## src/rtl/mux_scan_n_pkg.sv

```systemverilog
// Shared definitions for the registered N-channel scanning multiplexer.
package mux_scan_n_pkg;

    typedef enum logic {
        MODE_MANUAL = 1'b0,
        MODE_AUTO   = 1'b1
    } mode_e;

    // Prescaler counter width: ceil(log2(div)), never less than one bit.
    function automatic int cnt_width(input int div);
        int w;
        w = 1;
        while ((1 << w) < div) begin
            w++;
        end
        return w;
    endfunction

endpackage

```

## src/rtl/mux_scan_n_if.sv

```systemverilog
// Data/select/status bundle between the switch inputs and the display datapath.
interface mux_scan_n_if #(
    parameter int W  = 4,
    parameter int N  = 4,
    parameter int SW = 2
);
    logic [N*W-1:0] d;
    logic [SW-1:0]  sel;
    logic           mode;
    logic           en;
    logic [W-1:0]   z;
    logic [SW-1:0]  ch;
    logic           tick;

    modport master (
        output d, sel, mode, en,
        input  z, ch, tick
    );

    modport slave (
        input  d, sel, mode, en,
        output z, ch, tick
    );
endinterface

```

## src/rtl/mux_scan_n_scan_prescaler.sv

```systemverilog
// Counts enabled cycles while scanning and flags the last cycle of each channel slot.
module scan_prescaler
    import mux_scan_n_pkg::*;
#(
    parameter int DIV = 4
) (
    input  logic clk,
    input  logic clr,
    input  logic en,
    input  logic run,
    output logic step
);
    localparam int            CW      = cnt_width(DIV);
    localparam logic [CW-1:0] CNT_MAX = CW'(DIV - 1);

    logic [CW-1:0] cnt_q, cnt_d;

    // Step on the terminal count; restart the slot when leaving scan or after a step.
    always_comb begin
        step  = en && run && (cnt_q == CNT_MAX);
        cnt_d = cnt_q;
        if (en) begin
            if (!run || step) begin
                cnt_d = '0;
            end else begin
                cnt_d = cnt_q + CW'(1);
            end
        end
    end

    // Counter register with synchronous clear.
    always_ff @(posedge clk) begin
        if (clr) begin
            cnt_q <= '0;
        end else begin
            cnt_q <= cnt_d;
        end
    end
endmodule

```

## src/rtl/mux_scan_n.sv

```systemverilog
// Registered N-way multiplexer with manual select and auto-scan modes.
module mux_scan_n
    import mux_scan_n_pkg::*;
#(
    parameter int W   = 4,
    parameter int N   = 4,
    parameter int SW  = 2,
    parameter int DIV = 4
) (
    input  logic         clk,
    input  logic         clr,
    mux_scan_n_if.slave  bus
);
    localparam logic [SW-1:0] LAST = SW'(N - 1);

    logic [SW-1:0] ch_q, ch_d;
    logic [W-1:0]  z_q, z_d;
    logic          tick_q, tick_d;
    logic [SW-1:0] selc;
    logic [SW-1:0] ch_nxt;
    logic          step;

    scan_prescaler #(.DIV(DIV)) u_presc (
        .clk  (clk),
        .clr  (clr),
        .en   (bus.en),
        .run  (bus.mode == MODE_AUTO),
        .step (step)
    );

    // Pick the next channel, then load z from that same channel so z and ch always agree.
    always_comb begin
        selc   = (bus.sel > LAST) ? LAST : bus.sel;
        ch_nxt = (ch_q == LAST) ? '0 : ch_q + SW'(1);
        ch_d   = ch_q;
        z_d    = z_q;
        tick_d = 1'b0;
        if (bus.en) begin
            if (bus.mode == MODE_MANUAL) begin
                ch_d = selc;
            end else if (step) begin
                ch_d   = ch_nxt;
                tick_d = 1'b1;
            end
            z_d = bus.d[int'(ch_d) * W +: W];
        end
    end

    // Output registers with synchronous clear dominating enable and mode.
    always_ff @(posedge clk) begin
        if (clr) begin
            ch_q   <= '0;
            z_q    <= '0;
            tick_q <= 1'b0;
        end else begin
            ch_q   <= ch_d;
            z_q    <= z_d;
            tick_q <= tick_d;
        end
    end

    assign bus.z    = z_q;
    assign bus.ch   = ch_q;
    assign bus.tick = tick_q;
endmodule

```

## src/flat_wrapper.sv

```systemverilog
// flat-port wrapper written by rule: the top's interface ports become plain ports
module mux_scan_n_flat import mux_scan_n_pkg::*;
#(
    parameter int W   = 4,
    parameter int N   = 4,
    parameter int SW  = 2,
    parameter int DIV = 4
)
  (clk, clr, bus_d, bus_sel, bus_mode, bus_en, bus_z, bus_ch, bus_tick);
  mux_scan_n_if #(.W(W), .N(N), .SW(SW)) bus_i ();
  input  logic clk;
  input  logic clr;
  input wire logic [$bits(bus_i.d)-1:0] bus_d;
  input wire logic [$bits(bus_i.sel)-1:0] bus_sel;
  input wire logic [$bits(bus_i.mode)-1:0] bus_mode;
  input wire logic [$bits(bus_i.en)-1:0] bus_en;
  output wire logic [$bits(bus_i.z)-1:0] bus_z;
  output wire logic [$bits(bus_i.ch)-1:0] bus_ch;
  output wire logic [$bits(bus_i.tick)-1:0] bus_tick;
  assign bus_i.d = bus_d;
  assign bus_i.sel = bus_sel;
  assign bus_i.mode = bus_mode;
  assign bus_i.en = bus_en;
  assign bus_z = bus_i.z;
  assign bus_ch = bus_i.ch;
  assign bus_tick = bus_i.tick;
  mux_scan_n #(.W(W), .N(N), .SW(SW), .DIV(DIV)) u_core (.clk(clk), .clr(clr), .bus(bus_i));
endmodule
```

## config.mk

```make
export PLATFORM = sky130hd
export DESIGN_NAME = mux_scan_n_flat
export DESIGN_NICKNAME = d
export VERILOG_FILES = /design/src/rtl/mux_scan_n_pkg.sv /design/src/rtl/mux_scan_n_if.sv /design/src/rtl/mux_scan_n_scan_prescaler.sv /design/src/rtl/mux_scan_n.sv /design/src/flat_wrapper.sv
export SDC_FILE = /design/constraint.sdc
export NUM_CORES = 1
export LEC_CHECK = 0
export BUFFER_PORTS_ARGS = -buffer_cell sky130_fd_sc_hd__buf_2
export CELL_PAD_IN_SITES_DETAIL_PLACEMENT = 1
export CELL_PAD_IN_SITES_GLOBAL_PLACEMENT = 1
export CORE_MARGIN = 2
export CORE_UTILIZATION = 30
export DETAILED_ROUTE_END_ITERATION = 16
export PLACE_DENSITY_LB_ADDON = 0.1
export SYNTH_ARGS = -nofsm -noshare
export SYNTH_HDL_FRONTEND = slang
export SYNTH_HIERARCHICAL = 1
export SYNTH_SLANG_ARGS = --single-unit
```

## constraint.sdc

```tcl
create_clock -name clk -period 2.2 [get_ports clk]
set_clock_uncertainty 0.2 [all_clocks]
set_input_delay 0.44 -clock clk [delete_from_list [all_inputs] [get_ports clk]]
set_output_delay 0.44 -clock clk [all_outputs]
set_load 0.01 [all_outputs]
```

==> results of run 1 <==
## Yosys cell counts
cell / number
xor2_1: 1
nand3b_1: 1
a21bo_2: 1
a21oi_1: 2
o21ai_0: 1
ha_1: 1
and3_2: 1
mux2i_1: 9
nand2b_1: 3
dfxtp_1: 9
nor2_1: 3
nor2b_1: 2
a31oi_1: 1
nand2_1: 2
o2bb2ai_1: 1
inv_1: 1
mux2i_4: 1
a22oi_1: 1
nand4b_1: 1
nand4bb_1: 1
o221ai_1: 4
or3b_2: 4
## state kept, by name, summed over array words and instances, names as in the netlist
signal / count
u_core/bus.ch: 2
u_core/bus.tick: 1
u_core/bus.z: 4
u_core/u_presc/cnt_q: 2
## final timing paths
kind	end	slack [ns]
max	u_core/bus.z[3]	0.24
min	u_core/u_presc/cnt_q[1]	0.25
max reg2reg	u_core/bus.z[3]	0.24
min reg2reg	u_core/u_presc/cnt_q[1]	0.28
## logic make-up (layout without fill, tap and decap cells)
group	after synthesis	count (layout)	share of synthesized area, %
AOI/OAI and AO/OA	11	11	15.9
xor gates and xnor gates	1	1	1.68
adders and majority gates	1	1	2.40
buffers and inverters	1	36	0.720
DFF	9	9	34.6
muxes	10	10	21.6
and+or+nand+nor	18	18	23.1
## routing by layer
metal / up-vias / routed length, µm / share of wire [%]
li1: 266 / - / -
met1: 253 / 547 / 42
met2: 17 / 659 / 51
met3: 0 / 85 / 6.6
met4: 0 / 0 / 0
met5: - / 0 / 0
## cell usage in the layout (no fill, tap or decap)
cell type / count
a21bo_2: 1
a21oi_1: 2
a22oi_1: 1
a31oi_1: 1
and3_2: 1
buf_12: 1
buf_2: 28
buf_4: 2
clkbuf_1: 1
clkbuf_4: 3
dfxtp_1: 9
ha_1: 1
inv_1: 1
mux2i_1: 9
mux2i_4: 1
nand2_1: 2
nand2b_1: 3
nand3b_1: 1
nand4b_1: 1
nand4bb_1: 1
nor2_1: 3
nor2b_1: 2
o21ai_0: 1
o221ai_1: 4
o2bb2ai_1: 1
or3b_2: 4
xor2_1: 1
## where the power goes
part	leakage, nW	switching [mW]	internal, mW
Sequential	0.0738	0.00617	0.173
Combinational	0.289	0.0409	0.0525
Clock	0.0150	0.0568	0.0699
## stage by stage
| stage | power [mW] | setup slack [ns] | hold slack (ns) | util (%) | cells |
|---|---|---|---|---|---|
| 6_report | 0.399 | 0.238 | 0.254 | 44.5 | 103 |
| 5_1_grt | 0.427 | 0.0869 | 0.271 | 44.5 | 103 |
| 4_1_cts | 0.409 | 0.222 | 0.249 | 44.5 | 103 |
| 3_5_place_dp | 0.278 | 0.240 | 0.275 | 42.9 | 99 |
| 3_3_place_gp | 0.277 | 0.241 | 0.270 | 42.9 | 99 |
| 2_1_floorplan | 0.227 | 0.317 | 0.247 | - | 51 |
## final cells by class
cell class / instances / area, µm² / share of cell area [%]
clock buffer: 4 / 26.3 / 3.54
inverter: 1 / 3.75 / 0.505
multi-input combinational: 41 / 337 / 45.3
sequential: 9 / 180 / 24.2
tap: 17 / 21.3 / 2.86
timing repair buffer: 31 / 175 / 23.6
==> results_dict.tcl, run 1 <==
set metrics [dict create \
    timing.rr.start "u_core/u_presc/cnt_q[0]" \
    cp.required_ns 2.13 \
    gp_congestion 0.749 \
    drc 0 \
    grt_usage_pct 14.3 \
    yosysTopAreaCell "dfxtp_1" \
    synth_cell_type_count 22 \
    vias 536 \
    htree_levels 1 \
    cts_sinks 9 \
    synth_area_per_cell_um2 10.2 \
    clockBufferDepth 2 \
    start_kind "flip-flop" \
    diodes 0 \
    grt_max_degree 13 \
    die_w_um 45.7 \
    num-nets-final 110 \
    drtIter0Drc 1 \
    syn_area_um2 520 \
    rsz0062_at_grt "no" \
    p_per_area_mw_per_mm2 537 \
    clk_latency_ns 0.25 \
    finalCriticalPeriod_ns 1.96 \
    fin_setup_tns_ns 0 \
    grt_antenna_before_repair 0 \
    hp-class "input port to flip-flop" \
    placed_area_um2 717 \
    ys_seq_area_share_pct 34.6 \
    wirelength_mm 1.29 \
    cts_resized 0 \
    setup_viol 0 \
    hold_violations 0 \
    arrival_ns 1.89 \
    dieArea_mm2 0.00208 \
    dp_hpwl_mm 1.09 \
    initial_core_util_pct 31.2 \
    cts_buffers 3 \
    synth-seq-cells 9 \
    portBuffers 28 \
    slew_headroom_pct 82.5 \
    holdBufCountCts 0 \
    worstSetupPathType "flip-flop to flip-flop" \
    ant_nets 0 \
    area_growth_pct 42.8 \
    io_pins 29 \
    gr-usage-met3_pct 4.76 \
    hold_start "clr" \
    fillers 205 \
    synthCells 51 \
    status "finished, final reports clean" \
    cts_tree "yes" \
    ff2ff_path_depth 6 \
    vdd_drop_max_v 0.000185 \
    viasPerCell 5.20 \
    grt_overflow_total 0 \
    wl_per_cell_um 12.5 \
    leakage_nw 0.378 \
    yosysWarnings 6 \
    layout_worst_path_cycle_share_pct 89.2 \
    grt_use_met2_pct 23.9 \
    die_h_um 45.7 \
    critPathTopFamily "compound AO/OA/AOI/OAI gates" \
    cts_root_buf "clkbuf_4" \
    fp-row-count 15 \
    use_met1_pct 16.3 \
    min_path_cells 2 \
    drtPass1Iterations 2 \
    worstSetupEndpointType "flip-flop" \
    cp_max_fo 5 \
    design_area_um2 743 \
    worst-path-buf-inv 0 \
    busiest_layer "met2" \
    finalMaxSlewViolations 0 \
    maxCapViolations 0 \
    synth.area.top_cells "dfxtp_1, mux2i_1, o221ai_1" \
    critPathSlowestCell "dfxtp_1" \
    post_cts_buffers 0 \
    grt_pass1_vias 537 \
    crit_path_cell_trace "ha_1 -> and3_2 -> a21bo_2 -> a31oi_1 -> nand2b_1 -> o221ai_1" \
    tightest_slew_ns 0.261 \
    critPathMaxStageDelay_ns 0.32 \
    clk_pin_slew_ns 0.06 \
    startpoint "u_core/u_presc/cnt_q[0]" \
    synth_nets 74 \
    drive_gt1_share_pct 47.7 \
    fmax_mhz 510 \
    synth_top_area_share_pct 34.6 \
    coreArea_mm2 0.00167 \
    grt_pass1_wl_mm 2.15 \
    path_depth 6 \
]
Power figures use the tool's default switching activity.
==> run 2, diff against run 1 <==
--- a/config.mk
+++ b/config.mk
@@ -10,8 +10,10 @@
 export CELL_PAD_IN_SITES_GLOBAL_PLACEMENT = 1
 export CORE_MARGIN = 2
 export CORE_UTILIZATION = 30
+export CTS_CLUSTER_DIAMETER = 200
 export DETAILED_ROUTE_END_ITERATION = 16
 export PLACE_DENSITY_LB_ADDON = 0.1
+export RECOVER_POWER = 25
 export SYNTH_ARGS = -nofsm -noshare
 export SYNTH_HDL_FRONTEND = slang
 export SYNTH_HIERARCHICAL = 1
==> run 2 against run 1 <==
First-iteration DRC count is the same. Largest power group unchanged. Worst hold slack is the same. Non-clock buffer count is the same. Global-route usage is the same. Routed wire length is essentially flat. Critical path depth is the same.
==> results_dict.tcl, run 2 (synthesis results as in run 1) <==
set metrics [dict create \
    worstSetupPathType "flip-flop to flip-flop" \
    dieArea_mm2 0.00208 \
    largest_reg_flops 4 \
    power.total_mw 0.399 \
    fmax_mhz 510 \
    grt_pass1_vias 537 \
    maxCapViolations 0 \
    pre_cts_ws_ns 0.240 \
    drc 0 \
    coreArea_mm2 0.00167 \
    hp-class "input port to flip-flop" \
    portBuffers 28 \
    layout_common_cells "buf_2, mux2i_1, dfxtp_1" \
    grt_usage_pct 14.3 \
    cts_resized 0 \
    worstSetupEndpointType "flip-flop" \
    slew_headroom_pct 82.5 \
    r2r_slack_ns 0.24 \
    fp-row-count 15 \
    hold_violations 0 \
    p_per_area_mw_per_mm2 539 \
    grt_overflow_total 0 \
    htree_levels 1 \
    status "finished, final reports clean" \
    post_cts_buffers 0 \
    cts_tree "yes" \
    setup_ws_ns 0.240 \
    start_kind "flip-flop" \
    grt_max_degree 13 \
    area_growth_pct 42.3 \
    vdd_drop_max_v 0.000185 \
    holdBufCountCts 0 \
    layout_worst_path_cycle_share_pct 89.1 \
    leakage_nw 0.374 \
    clockBufferDepth 2 \
    viasPerCell 5.21 \
    vias 537 \
    clk_latency_ns 0.25 \
    diodes 0 \
    final_common_cell "buf_2" \
    io_pins 29 \
    tightest_slew_ns 0.261 \
    drive_gt1_share_pct 45.3 \
    design_area_um2 741 \
    rsz0062_at_grt "no" \
    grt_pass1_wl_mm 2.15 \
    dp_hpwl_mm 1.09 \
    ant_nets 0 \
    fillers 206 \
    timing.hold.ws_ns 0.254 \
    arrival_ns 1.89 \
    place_inst 99 \
    drtPass1Iterations 2 \
    finalMaxSlewViolations 0 \
    cts_root_buf "clkbuf_4" \
    fin_setup_tns_ns 0 \
    cp.required_ns 2.13 \
    drtIter0Drc 1 \
    cts_buffers 3 \
    initial_core_util_pct 31.2 \
    finalCriticalPeriod_ns 1.96 \
    num-nets-final 110 \
    clk_pin_slew_ns 0.06 \
    wirelength_mm 1.29 \
    setup_viol 0 \
    cp_max_fo 5 \
    placed_area_um2 717 \
    cts_sinks 9 \
    gp_congestion 0.749 \
    die_h_um 45.7 \
    die_w_um 45.7 \
    fin_cells 103 \
    fin_util_pct 44.3 \
    wl_per_cell_um 12.6 \
    grt_antenna_before_repair 0 \
]
## run 2: routing by layer
layer / vias to the layer above / share of wire (%) / track usage, %
li1: 266 / - / -
met1: 254 / 42 / 16.3
met2: 17 / 51 / 23.9
met3: 0 / 6.6 / 4.76
met4: 0 / 0 / 6.47
met5: - / 0 / 0
## run 2: final cells by class
class / count / area, µm² / area share, %
flip-flops and latches: 9 / 180 / 24.3
repair buffers: 31 / 174 / 23.5
multi-input cells: 41 / 335 / 45.3
well taps: 17 / 21.3 / 2.87
clock buffers: 4 / 26.3 / 3.55
inverters: 1 / 3.75 / 0.507
## run 2: final timing paths
path / startpoint / to / cells after the start
setup / recovery: u_core/u_presc/cnt_q[0] / u_core/bus.z[3] / 6
hold / removal: clr / u_core/u_presc/cnt_q[1] / 2
setup reg to reg: u_core/u_presc/cnt_q[0] / u_core/bus.z[3] / 6
hold reg to reg: u_core/u_presc/cnt_q[1] / u_core/u_presc/cnt_q[1] / 2
## run 2: report_power, final
group	switching [mW]	leakage, nW	internal, mW
logic	0.0409	0.285	0.0525
clock network	0.0568	0.0150	0.0699
registers	0.00616	0.0738	0.173
## run 2: worst max-delay path: stages, from the launching register on
cell      delay (ns)
dfxtp_1         0.32
ha_1            0.21
and3_1          0.24
a21bo_2         0.22
a31oi_1         0.26
nand2b_1        0.23
o221ai_1        0.15
==> run 3, diff against run 2 <==
--- a/config.mk
+++ b/config.mk
@@ -8,8 +8,7 @@
 export BUFFER_PORTS_ARGS = -buffer_cell sky130_fd_sc_hd__buf_2
 export CELL_PAD_IN_SITES_DETAIL_PLACEMENT = 1
 export CELL_PAD_IN_SITES_GLOBAL_PLACEMENT = 1
-export CORE_MARGIN = 2
-export CORE_UTILIZATION = 30
+export CORE_UTILIZATION = 32
 export CTS_CLUSTER_DIAMETER = 200
 export DETAILED_ROUTE_END_ITERATION = 16
 export PLACE_DENSITY_LB_ADDON = 0.1
==> constraint.sdc (replaced) <==
create_clock -name clk -period 2.3 [get_ports clk]
set_clock_uncertainty 0.2 [all_clocks]
set_input_delay 0.46 -clock clk [delete_from_list [all_inputs] [get_ports clk]]
set_output_delay 0.46 -clock clk [all_outputs]
set_load 0.01 [all_outputs]
==> run 3 against run 2 <==
Flip-flop and latch count did not move. Highest routed layer is now met4. Global-route usage increased by 2.5 points. Clock power increased by 4%. Largest power group unchanged. Power is 3.1% lower. Fmax fell by 4.9%.
==> results_dict.tcl, run 3 (synthesis results as in run 1) <==
set metrics [dict create \
    largest_reg_flops 4 \
    dieArea_mm2 0.00179 \
    p_per_area_mw_per_mm2 544 \
    wl_per_cell_um 13.8 \
    r2r_slack_ns 0.24 \
    power.total_mw 0.387 \
    htree_levels 1 \
    hold_start "clr" \
    die_w_um 42.3 \
    start_kind "flip-flop" \
    cts_root_buf "clkbuf_4" \
    hp-class "input port to flip-flop" \
    cp.required_ns 2.24 \
    setup_viol 0 \
    fmax_mhz 485 \
    hold_end "u_core/u_presc/cnt_q[0]" \
    drtIter0Drc 3 \
    num-nets-final 108 \
    wirelength_mm 1.38 \
    grt_max_degree 13 \
    cp_max_fo 8 \
    grt_use_met2_pct 30.2 \
    timing.rr.start "u_core/u_presc/cnt_q[0]" \
    finalCriticalPeriod_ns 2.06 \
    initial_core_util_pct 34.6 \
    area_growth_pct 36.8 \
    maxCapViolations 0 \
    worst-path-buf-inv 0 \
    critPathTopFamily "multiplexers" \
    cts_tree "yes" \
    layout_common_cells "buf_2, mux2i_1, dfxtp_1" \
    tightest_slew_ns 0.401 \
    finalMaxSlewViolations 0 \
    fin_setup_tns_ns 0 \
    portBuffers 28 \
    critPathSlowestCell "mux2i_4" \
    clockBufferDepth 2 \
    diodes 0 \
    clk_pin_slew_ns 0.07 \
    viasPerCell 5.35 \
    worstSetupEndpointType "flip-flop" \
    io_pins 29 \
    rr_endpoint "u_core/bus.z[0]" \
    vdd_drop_max_v 0.000253 \
    final_common_cell "buf_2" \
    slew_headroom_pct 72.7 \
    gp_congestion 0.741 \
    ant_nets 0 \
    min_path_cells 2 \
    post_cts_buffers 0 \
    drive_gt1_share_pct 44.0 \
    layout_worst_path_cycle_share_pct 89.6 \
    grt_pass1_vias 521 \
    drc 0 \
    worstSetupPathType "flip-flop to flip-flop" \
    grt_pass1_wl_mm 2.17 \
    dp_hpwl_mm 1.10 \
    cts_sinks 9 \
    critPathMaxStageDelay_ns 0.35 \
    grt_usage_pct 16.8 \
    die_h_um 42.3 \
    leakage_nw 0.359 \
    use_met1_pct 16.9 \
    grt_overflow_total 0 \
    drtPass1Iterations 4 \
    crit_path_cell_trace "ha_1 -> and3_1 -> xor2_1 -> mux2i_4 -> mux2i_1 -> o221ai_1" \
    coreArea_mm2 0.00151 \
    arrival_ns 2.00 \
    holdBufCountCts 0 \
    rsz0062_at_grt "no" \
    ff2ff_path_depth 6 \
    fp-row-count 14 \
    gr-usage-met3_pct 7.76 \
    hold_violations 0 \
    path_depth 6 \
    cts_buffers 3 \
    busiest_layer "met2" \
    clk_latency_ns 0.27 \
    status "finished, final reports clean" \
    vias 535 \
    cts_resized 0 \
    grt_antenna_before_repair 0 \
]
==> run 3: cell type report <==
class                   instances  area, µm²
repair buffers                 29        146
well taps                      16       20.0
clock buffers                   4       26.3
flip-flops and latches          9        180
inverters                       1       3.75
fillers                       199        795
multi-input cells              41        335
==> run 3: metal layers <==
layer	up-vias	part of all wire (%)	wire, µm
li1	261	-	-
met1	250	39	538
met2	22	52	719
met3	2	7.7	106
met4	0	1.0	14
met5	-	0	0
==> run 3: power breakdown <==
group | internal [mW] | total [mW] | switching (mW) | leakage (nW)
clock network | 0.0674 | 0.132 | 0.0648 | 0.0150
registers | 0.166 | 0.172 | 0.00611 | 0.0738
logic | 0.0445 | 0.0831 | 0.0386 | 0.270
total | 0.278 | 0.387 | 0.110 | 0.359
==> run 3: how the worst max path moves through the flow <==
stage	from	to	slack [ns]
2_1_floorplan	u_core/u_presc/cnt_q[0]	u_core/bus.z[2]	0.42
3_3_place_gp	bus_mode	u_core/bus.z[0]	0.20
3_5_place_dp	bus_mode	u_core/bus.z[0]	0.14
4_1_cts	u_core/u_presc/cnt_q[0]	u_core/bus.z[0]	0.22
5_1_grt	u_core/u_presc/cnt_q[0]	u_core/bus.z[0]	0.16
6_report	u_core/u_presc/cnt_q[0]	u_core/bus.z[0]	0.24
==> run 3: through the flow <==
stage	setup slack, ns	utilization (%)	cells	cell area (µm²)	hold WS, ns
6_report	0.238	47.3	100	712	0.256
5_1_grt	0.159	47.3	100	712	0.272
2_1_floorplan	0.417	-	51	520	0.247
3_5_place_dp	0.141	45.7	96	688	0.281
4_1_cts	0.219	47.4	100	714	0.244
3_3_place_gp	0.200	45.7	96	688	0.271
==> run 3: worst register-to-register path, cell delays in order (launching register included) <==
cell and delay, ns:
dfxtp_1 0.32, ha_1 0.22, and3_1 0.24, xor2_1 0.18, mux2i_4 0.35, mux2i_1 0.27, o221ai_1 0.15
